--- config.mk ---
export PLATFORM = sky130hd
export DESIGN_NAME = instr_fetch_flat
export DESIGN_NICKNAME = d
export VERILOG_FILES = /design/src/rtl/instr_fetch_if.sv /design/src/rtl/instr_fetch.sv /design/src/flat_wrapper.sv
export SDC_FILE = /design/constraint.sdc
export NUM_CORES = 1
export LEC_CHECK = 0
export ABC_AREA = 1
export BUFFER_PORTS_ARGS = -buffer_cell sky130_fd_sc_hd__clkbuf_2
export CAP_MARGIN = 30
export CORE_MARGIN = 5
export CORE_UTILIZATION = 45
export DETAILED_ROUTE_END_ITERATION = 8
export GPL_TIMING_DRIVEN = 1
export HOLD_SLACK_MARGIN = 0.02
export SYNTH_ARGS = -nofsm -noshare
export SYNTH_HDL_FRONTEND = slang
export SYNTH_SLANG_ARGS = --single-unit
--- constraint.sdc ---
create_clock -name clk -period 2.27 [get_ports clk]
set_clock_uncertainty 0.2 [all_clocks]
set_input_delay 0.3405 -clock clk [delete_from_list [all_inputs] [get_ports clk]]
set_output_delay 0.3405 -clock clk [all_outputs]
set_load 0.02 [all_outputs]
--- src/rtl/instr_fetch_if.sv ---
// rtl/instr_fetch_if.sv - control, program-load and fetch-output bundle of instr_fetch
//
// Signals:
//   start       one-cycle request to begin execution from address 0
//   stall       freezes sequencing while high
//   load_we     program memory write strobe (honoured only while not running)
//   load_addr   program memory write address (ADDR_W bits)
//   load_data   instruction word to store (8 bits)
//   instr       registered instruction for the downstream processor
//   instr_valid instr carries a fetched instruction
//   pc          address of the next word to fetch
//   busy        fetch unit is in RUN
//   halted      fetch unit is in HALTED
// Modports: master drives control/load and observes outputs; slave is the fetch unit.
interface instr_fetch_if #(
    parameter int ADDR_W = 4
) ();
    logic              start;
    logic              stall;
    logic              load_we;
    logic [ADDR_W-1:0] load_addr;
    logic [7:0]        load_data;
    logic [7:0]        instr;
    logic              instr_valid;
    logic [ADDR_W-1:0] pc;
    logic              busy;
    logic              halted;

    modport master (
        output start, stall, load_we, load_addr, load_data,
        input  instr, instr_valid, pc, busy, halted
    );

    modport slave (
        input  start, stall, load_we, load_addr, load_data,
        output instr, instr_valid, pc, busy, halted
    );
endinterface

--- src/rtl/instr_fetch.sv ---
// rtl/instr_fetch.sv - sequential instruction fetch unit with loadable program memory
//
// Ports:
//   clk    single clock, rising edge
//   rst_n  asynchronous active-low reset (program memory is not affected)
//   bus    instr_fetch_if.slave: start/stall/load_* in, instr/instr_valid/pc/busy/halted out
// Parameters:
//   ADDR_W     pc width; program memory holds 2^ADDR_W bytes
//   NOP_CODE   opcode presented on instr when nothing valid is fetched
//   HALT_CODE  opcode that stops sequencing
module instr_fetch #(
    parameter int          ADDR_W    = 4,
    parameter logic [7:0]  NOP_CODE  = 8'hFF,
    parameter logic [7:0]  HALT_CODE = 8'h13
) (
    input  logic          clk,
    input  logic          rst_n,
    instr_fetch_if.slave  bus
);

    localparam int DEPTH = 1 << ADDR_W;

    typedef enum logic [1:0] {
        S_IDLE   = 2'd0,
        S_RUN    = 2'd1,
        S_HALTED = 2'd2
    } state_t;

    state_t state;
    state_t state_nxt;

    // Contents start as NOP and survive reset, so no reset branch on the array.
    logic [7:0] mem [DEPTH] = '{default: NOP_CODE};

    logic [ADDR_W-1:0] pc_q;
    logic [7:0]        instr_q;
    logic              valid_q;

    logic [7:0] fetch_word;
    logic       is_halt;

    logic busy_o;
    logic halted_o;
    logic fetch_en;
    logic parked;
    logic restart;
    logic load_en;

    assign fetch_word = mem[pc_q];
    assign is_halt    = (fetch_word == HALT_CODE);

    // State register
    always_ff @(posedge clk or negedge rst_n) begin
        if (!rst_n) begin
            state <= S_IDLE;
        end else begin
            state <= state_nxt;
        end
    end

    // Next-state logic
    always_comb begin
        state_nxt = state;
        case (state)
            S_IDLE:   if (bus.start) state_nxt = S_RUN;
            S_RUN:    if (!bus.stall && is_halt) state_nxt = S_HALTED;
            S_HALTED: if (bus.start) state_nxt = S_RUN;
            default:  state_nxt = S_IDLE;
        endcase
    end

    // Output / control decode
    always_comb begin
        busy_o   = 1'b0;
        halted_o = 1'b0;
        fetch_en = 1'b0;
        parked   = 1'b0;
        restart  = 1'b0;
        load_en  = 1'b0;
        case (state)
            S_RUN: begin
                busy_o   = 1'b1;
                fetch_en = !bus.stall;
            end
            S_HALTED: begin
                halted_o = 1'b1;
                parked   = 1'b1;
                restart  = bus.start;
                load_en  = bus.load_we;
            end
            default: begin
                parked   = 1'b1;
                restart  = bus.start;
                load_en  = bus.load_we;
            end
        endcase
    end

    // Fetch datapath. A HALT word is still emitted as valid, but pc stays
    // pointing at it so the halted pc identifies where execution stopped.
    always_ff @(posedge clk or negedge rst_n) begin
        if (!rst_n) begin
            pc_q    <= '0;
            instr_q <= NOP_CODE;
            valid_q <= 1'b0;
        end else if (fetch_en) begin
            instr_q <= fetch_word;
            valid_q <= 1'b1;
            if (!is_halt) begin
                pc_q <= pc_q + 1'b1;
            end
        end else if (parked) begin
            instr_q <= NOP_CODE;
            valid_q <= 1'b0;
            if (restart) begin
                pc_q <= '0;
            end
        end
    end

    // Loads are only accepted while parked, so a write never races a fetch.
    always_ff @(posedge clk) begin
        if (load_en) begin
            mem[bus.load_addr] <= bus.load_data;
        end
    end

    assign bus.instr       = instr_q;
    assign bus.instr_valid = valid_q;
    assign bus.pc          = pc_q;
    assign bus.busy        = busy_o;
    assign bus.halted      = halted_o;

endmodule
--- src/flat_wrapper.sv ---
// flat-port wrapper written by rule: the top's interface ports become plain ports
module instr_fetch_flat 
#(
    parameter int          ADDR_W    = 4,
    parameter logic [7:0]  NOP_CODE  = 8'hFF,
    parameter logic [7:0]  HALT_CODE = 8'h13
)
  (clk, rst_n, bus_start, bus_stall, bus_load_we, bus_load_addr, bus_load_data, bus_instr, bus_instr_valid, bus_pc, bus_busy, bus_halted);
  instr_fetch_if #(.ADDR_W(ADDR_W)) bus_i ();
  input  logic clk;
  input  logic rst_n;
  input wire logic [$bits(bus_i.start)-1:0] bus_start;
  input wire logic [$bits(bus_i.stall)-1:0] bus_stall;
  input wire logic [$bits(bus_i.load_we)-1:0] bus_load_we;
  input wire logic [$bits(bus_i.load_addr)-1:0] bus_load_addr;
  input wire logic [$bits(bus_i.load_data)-1:0] bus_load_data;
  output wire logic [$bits(bus_i.instr)-1:0] bus_instr;
  output wire logic [$bits(bus_i.instr_valid)-1:0] bus_instr_valid;
  output wire logic [$bits(bus_i.pc)-1:0] bus_pc;
  output wire logic [$bits(bus_i.busy)-1:0] bus_busy;
  output wire logic [$bits(bus_i.halted)-1:0] bus_halted;
  assign bus_i.start = bus_start;
  assign bus_i.stall = bus_stall;
  assign bus_i.load_we = bus_load_we;
  assign bus_i.load_addr = bus_load_addr;
  assign bus_i.load_data = bus_load_data;
  assign bus_instr = bus_i.instr;
  assign bus_instr_valid = bus_i.instr_valid;
  assign bus_pc = bus_i.pc;
  assign bus_busy = bus_i.busy;
  assign bus_halted = bus_i.halted;
  instr_fetch #(.ADDR_W(ADDR_W), .NOP_CODE(NOP_CODE), .HALT_CODE(HALT_CODE)) u_core (.clk(clk), .rst_n(rst_n), .bus(bus_i));
endmodule
# ---- Yosys cells after proc, flatten, opt, wreduce, memory -nomap -nowiden
# Memories as Yosys holds them, arrays and structs flattened.
# Cells that the tools add are included.
# Widths: inputs -> output; s select.
dict set report totals {
  ff_bits 15
  latchBits 0
  mem_bits_rw 128
  rom_bits 0
  inputBits 17
  output_inout_bits 15
  word_cells 38
  n_memories 1
}
# memory depth width rd rd_ports_with_merged_regs write_ports line_no
set memory_table {}
lappend memory_table {u_core.mem 16 8 1 0 1 instr_fetch.sv:33} ;# logic [7:0] mem [DEPTH] = '{default: NOP_CODE};
dict set report op_classes {
  n_addsub 1
  multipliers 0
  div 0
  n_lt_le_gt_ge 0
  n_eq_ne 7
  shifts 0
  muxes 18
  bitwise_logic 0
  n_reduce_logical 7
}
# cell n
set ops {}
lappend ops {{$mux 4} 4}
lappend ops {{$mux 8} 2}
lappend ops {{$mux 1} 9}
lappend ops {{$eq 8x5->1 const B} 1}
lappend ops {{$ne 2x1->1 const B} 3}
lappend ops {{$add 4x1->4 const B} 1}
lappend ops {{$mux 2} 2}
lappend ops {{$pmux 2 s2} 1}
lappend ops {{$reduce_and 3->1} 1}
lappend ops {{$eq 2x1->1 const B} 1}
lappend ops {{$eq 2x2->1 const B} 1}
lappend ops {{$logic_not 2->1} 1}
lappend ops {{$ne 2x2->1 const B} 1}
lappend ops {{$reduce_and 2->1} 1}
lappend ops {{$reduce_bool 2->1} 1}
lappend ops {{$reduce_or 2->1} 1}
lappend ops {{$logic_and 1x1->1} 1}
lappend ops {{$logic_not 1->1} 1}

# ---- Longest topological paths before layout
dict set report depth {
  word_depth 5
  mapped_depth 16
  mapped_depth_nobuf 14
}

# ---- Least setup slack after synthesis
# No wires, ideal clock.
dict set report synth_path {
  path_type {register -> register}
  from {reg u_core.pc_q[0] (netlist: u_core.bus.pc[0])}
  to {reg u_core.pc_q[0] (netlist: u_core.bus.pc[0])}
  setup_ps 118
  arrival_time_ps 1649
  t_required_ps 1952
  path_slack_ps 303
  stages_incl_launch_ff 14
  path_buffers 3
  period_less_slack_ps 1967
  path_cell_list {dfrtp_1 > buf_6 > buf_6 > buf_8 > o211ai_1 > nand3_1 > nand3_1 > nand2_1 > nand2_1 > nor2_4 > nand2_4 > nand2_2 > nand3_1 > nand2_1}
}
dict set report synth_via {
  elab_chain_cells 4
  word_cells_on_any_way 7
  cone_classes {add/sub (1); eq/ne (2); mux (2); reduce/logical (1); memory (1)}
}
# item line_no
set synth_rtl {}
lappend synth_rtl {{start: declaration} instr_fetch.sv:35} ;# logic [ADDR_W-1:0] pc_q;
lappend synth_rtl {{start signal: assignment} instr_fetch.sv:110} ;# pc_q <= pc_q + 1'b1;
lappend synth_rtl {{$mem_v2 16x8} n/a}
lappend synth_rtl {{$eq 8x5->1} instr_fetch.sv:50} ;# assign is_halt = (fetch_word == HALT_CODE);
lappend synth_rtl {{$ne 2x2->1 (no line)} n/a}
lappend synth_rtl {{$reduce_and 3->1 (no line)} n/a}
# Several ways; a longest one is shown, not always the timed one. The select of a mux whose other input is x is not followed.
# A chain may end at the register's enable or synchronous reset.

# ---- Worst setup path after layout
dict set report layout_path {
  from {reg u_core.pc_q[0] (netlist: u_core.bus.pc[0])}
  to {reg u_core.pc_q[1] (netlist: u_core.bus.pc[1])}
}
# Same word-level chain as after synthesis.

==> impl_metrics.csv <==
group,metric,value,unit
sta,setup_viol,0,
placed_design,finalWeightedCongestion,0.865,
worst_setup_path,reg2reg_depth,13,
cts,clock_sinks,143,
pwr,pwr-share-clk,29.8,%
synthesis,yosys.cell_types.count,28,
synthesis,synth_area_leaders,"edfxtp_1, nand2_1, nand3_1",
sta,finalMaxSlewViolations,0,
cts,cts_tree,"yes",
route,routed_wirelength,14500,um
placed_design,dpl.cell_count,797,
floorplan,die_area,16200,um2
route,drtPass1Iterations,8,
global_route,grt_pass1_vias,4113,
global_route,grt_pass1_wl,22500,um
pwr,power_leakage,3.16,nW
synthesis,ys_ff_latch,143,
global_route,grt_max_degree,43,
final_layout,nets,666,
final_layout,diodes,0,
final_layout,final_util,55.4,%
floorplan,die_h,127,um
floorplan,rows,42,
sta,setup_ws,0.0900,ns
pwr,power_frac_seq,34.4,%
cts,clk_pin_slew,0.06,ns
final_layout,stdcell_area,7390,um2
sta,post-route-min-period,2.18,ns
cts,numCtsBuffers,17,
sta,finalCritPeriodShare,96.0,%
final_layout,fillerInstances,1145,
route,wl_per_cell,17.4,um
floorplan,die_x,127,um
placed_design,dpl_worst_slack,0.151,ns
worst_setup_path,critPathArrivalTime,2.34,ns
synthesis,yosysWarningCount,0,
cts,cts_max_level,4,
synthesis,syn_area_per_cell,10.5,um2
synthesis,yosysSeqAreaShare,68.5,%
route,ant_nets,0,
sta,slew_headroom,67.1,%
hold_path,hold_class,"in -> async",
run_status,outcome,"completed",
cts,clockBufferDepth,2,
synthesis,yosysTopAreaCell,"edfxtp_1",
pwr,p_sw_share,35.3,%
final_layout,drive_above_1_share,18.3,%
pwr,p_comb_share,35.9,%
final_layout,layout.cells.non_filler,837,
placed_design,placed_area,6650,um2
route,vias,4263,
pwr,p_total,9.16,mW
global_route,antenna_found_initial,0,
placed_design,dp_hpwl,8980,um
placed_design,port_buffers,31,
floorplan,ios,32,
sta,hold_viol,0,
synthesis,synth_top_area_share,62.3,%
route,vias_per_cell,5.09,
sta,tns,0,ns
worst_setup_path,crit_fanout,21,
route,drt_iter0_drc,383,
sta,tightestPinTransition,0.492,ns
pwr,p_int,5.93,mW
worst_setup_path,critPathKind,"reg -> reg",
worst_setup_path,cp-end-kind,"register",
synthesis,netlist_instances,588,
cts,cts-root-buf,"clkbuf_16",
worst_setup_path,r2r_start,"u_core.bus.pc[0]$_DFFE_PN0P_",
global_route,grt.total_usage,18.6,%
final_layout,area.growth.synth_to_final,19.8,%
synthesis,syn_area,6170,um2
worst_setup_path,cp.required,2.43,ns
pwr,ir_worst_vdd,658,uV
floorplan,core_area,13300,um2
route,drc,0,
pwr,power_switching,3.23,mW
worst_setup_path,setup.worst_path.start_class,"register",
worst_setup_path,timing.rr.end,"u_core.bus.pc[1]$_DFFE_PN0P_",
floorplan,start_util,46.2,%
synthesis,synthesis.nets,606,
cts,insertion_delay,0.42,ns
sta,hold_slack,0.170,ns
sta,max_freq,459,MHz
flow_run,drv_cap,0,
pwr,power.density,1240,nW/um2
worst_setup_path,r2r_slack,0.09,ns
global_route,overflow,0,
-- power groups by stage --
stage          combinational, mW  clock, mW  sequential, mW
2_1_floorplan               1.93          0            3.31
3_3_place_gp                2.93          0            3.19
3_5_place_dp                2.95          0            3.20
4_1_cts                     2.97       2.78            3.14
5_1_grt                     3.62       2.90            3.16
6_report                    3.28       2.73            3.15
-- cell families (layout without fill, tap and decap cells) --
| kind of cell | count (synthesis) | in the layout | synth area share (%) |
|---|---|---|---|
| adders and majority gates | 1 | 1 | 0.203 |
| and+or+nand+nor | 318 | 318 | 21.5 |
| DFF | 143 | 143 | 68.5 |
| xor gates and xnor gates | 2 | 2 | 0.284 |
| buffers and inverters | 102 | 175 | 7.30 |
| AOI/OAI and AO/OA | 22 | 22 | 2.19 |
-- worst max-delay path, cell delays in order, from the launching register on --
cell and delay (ns):
dfrtp_2 0.48, buf_12 0.16, clkbuf_16 0.18, nand2_1 0.07
nand3_1 0.10, nand3_1 0.11, nand3_1 0.15, nand2_2 0.13
nand2_1 0.07, nor2_2 0.13, nand2_4 0.10, nand2_2 0.09
nand3_1 0.07, nand2_1 0.07
-- layout make-up --
cell class | count | area [um2] | area share (%)
clock buffers | 18 | 429 | 5.81
flip-flops and latches | 143 | 4230 | 57.2
clock inverters | 14 | 149 | 2.01
inverters | 77 | 294 | 3.98
repair buffers | 66 | 539 | 7.30
well taps | 176 | 220 | 2.98
multi-input cells | 343 | 1530 | 20.7
-- routing by layer --
metal,GRT usage [%],wire length (um),vias up
met3,3.96,885,24
met1,25.2,6330,2042
met2,29.7,7050,140
met4,6.81,261,0
met5,0,0,-
li1,-,-,2057
-- state kept, by name, summed over array words and instances (netlist names) --
register                count
u_core.bus.instr            8
u_core.bus.instr_valid      1
u_core.bus.pc               4
u_core.mem                128
u_core.state                2
-- how the worst max path moves through the flow --
stage,from,endpoint,slack [ns],cells after the start
floorplan,u_core.bus.pc[0]$_DFFE_PN0P_,u_core.bus.pc[0]$_DFFE_PN0P_,0.30,13
global placement,u_core.bus.pc[0]$_DFFE_PN0P_,u_core.bus.pc[3]$_DFFE_PN0P_,0.17,14
detailed placement,u_core.bus.pc[0]$_DFFE_PN0P_,u_core.bus.pc[0]$_DFFE_PN0P_,0.15,15
CTS,u_core.bus.pc[0]$_DFFE_PN0P_,u_core.bus.pc[0]$_DFFE_PN0P_,0.13,15
global route,u_core.bus.pc[0]$_DFFE_PN0P_,u_core.bus.pc[0]$_DFFE_PN0P_,-0.01,14
finish,u_core.bus.pc[0]$_DFFE_PN0P_,u_core.bus.pc[1]$_DFFE_PN0P_,0.09,13
-- synth_stat cells, drive strengths merged --
| master | count |
|---|---|
| nand2 | 196 |
| edfxtp | 128 |
| nand3 | 82 |
| inv | 77 |
| nor2 | 38 |
| buf | 25 |
| o21ai | 9 |
| dfstp | 8 |
| o22ai | 8 |
| dfrtp | 7 |
| o211ai | 4 |
| xor2 | 2 |
| a21oi | 1 |
| ha | 1 |
| nand3b | 1 |
| nand4 | 1 |
-- timing repair --
item                                    CTS  global route
endpoints found under the setup margin    0             5
endpoints found under the hold margin    18             0
buffers inserted                          0             3
hold buffers                              3             0
resized for setup                         0            13
-- layout by cell type, fill, tap and decap left out, drive strengths merged, types with 4 or more instances in the layout --
cell type	n
nand2	196
edfxtp	128
nand3	82
inv	76
clkbuf	51
nor2	38
buf	30
clkinv	12
o21ai	9
o22ai	8
dfstp	8
dfrtp	7
o211ai	4
No activity file was read; power rests on OpenSTA's default activity.
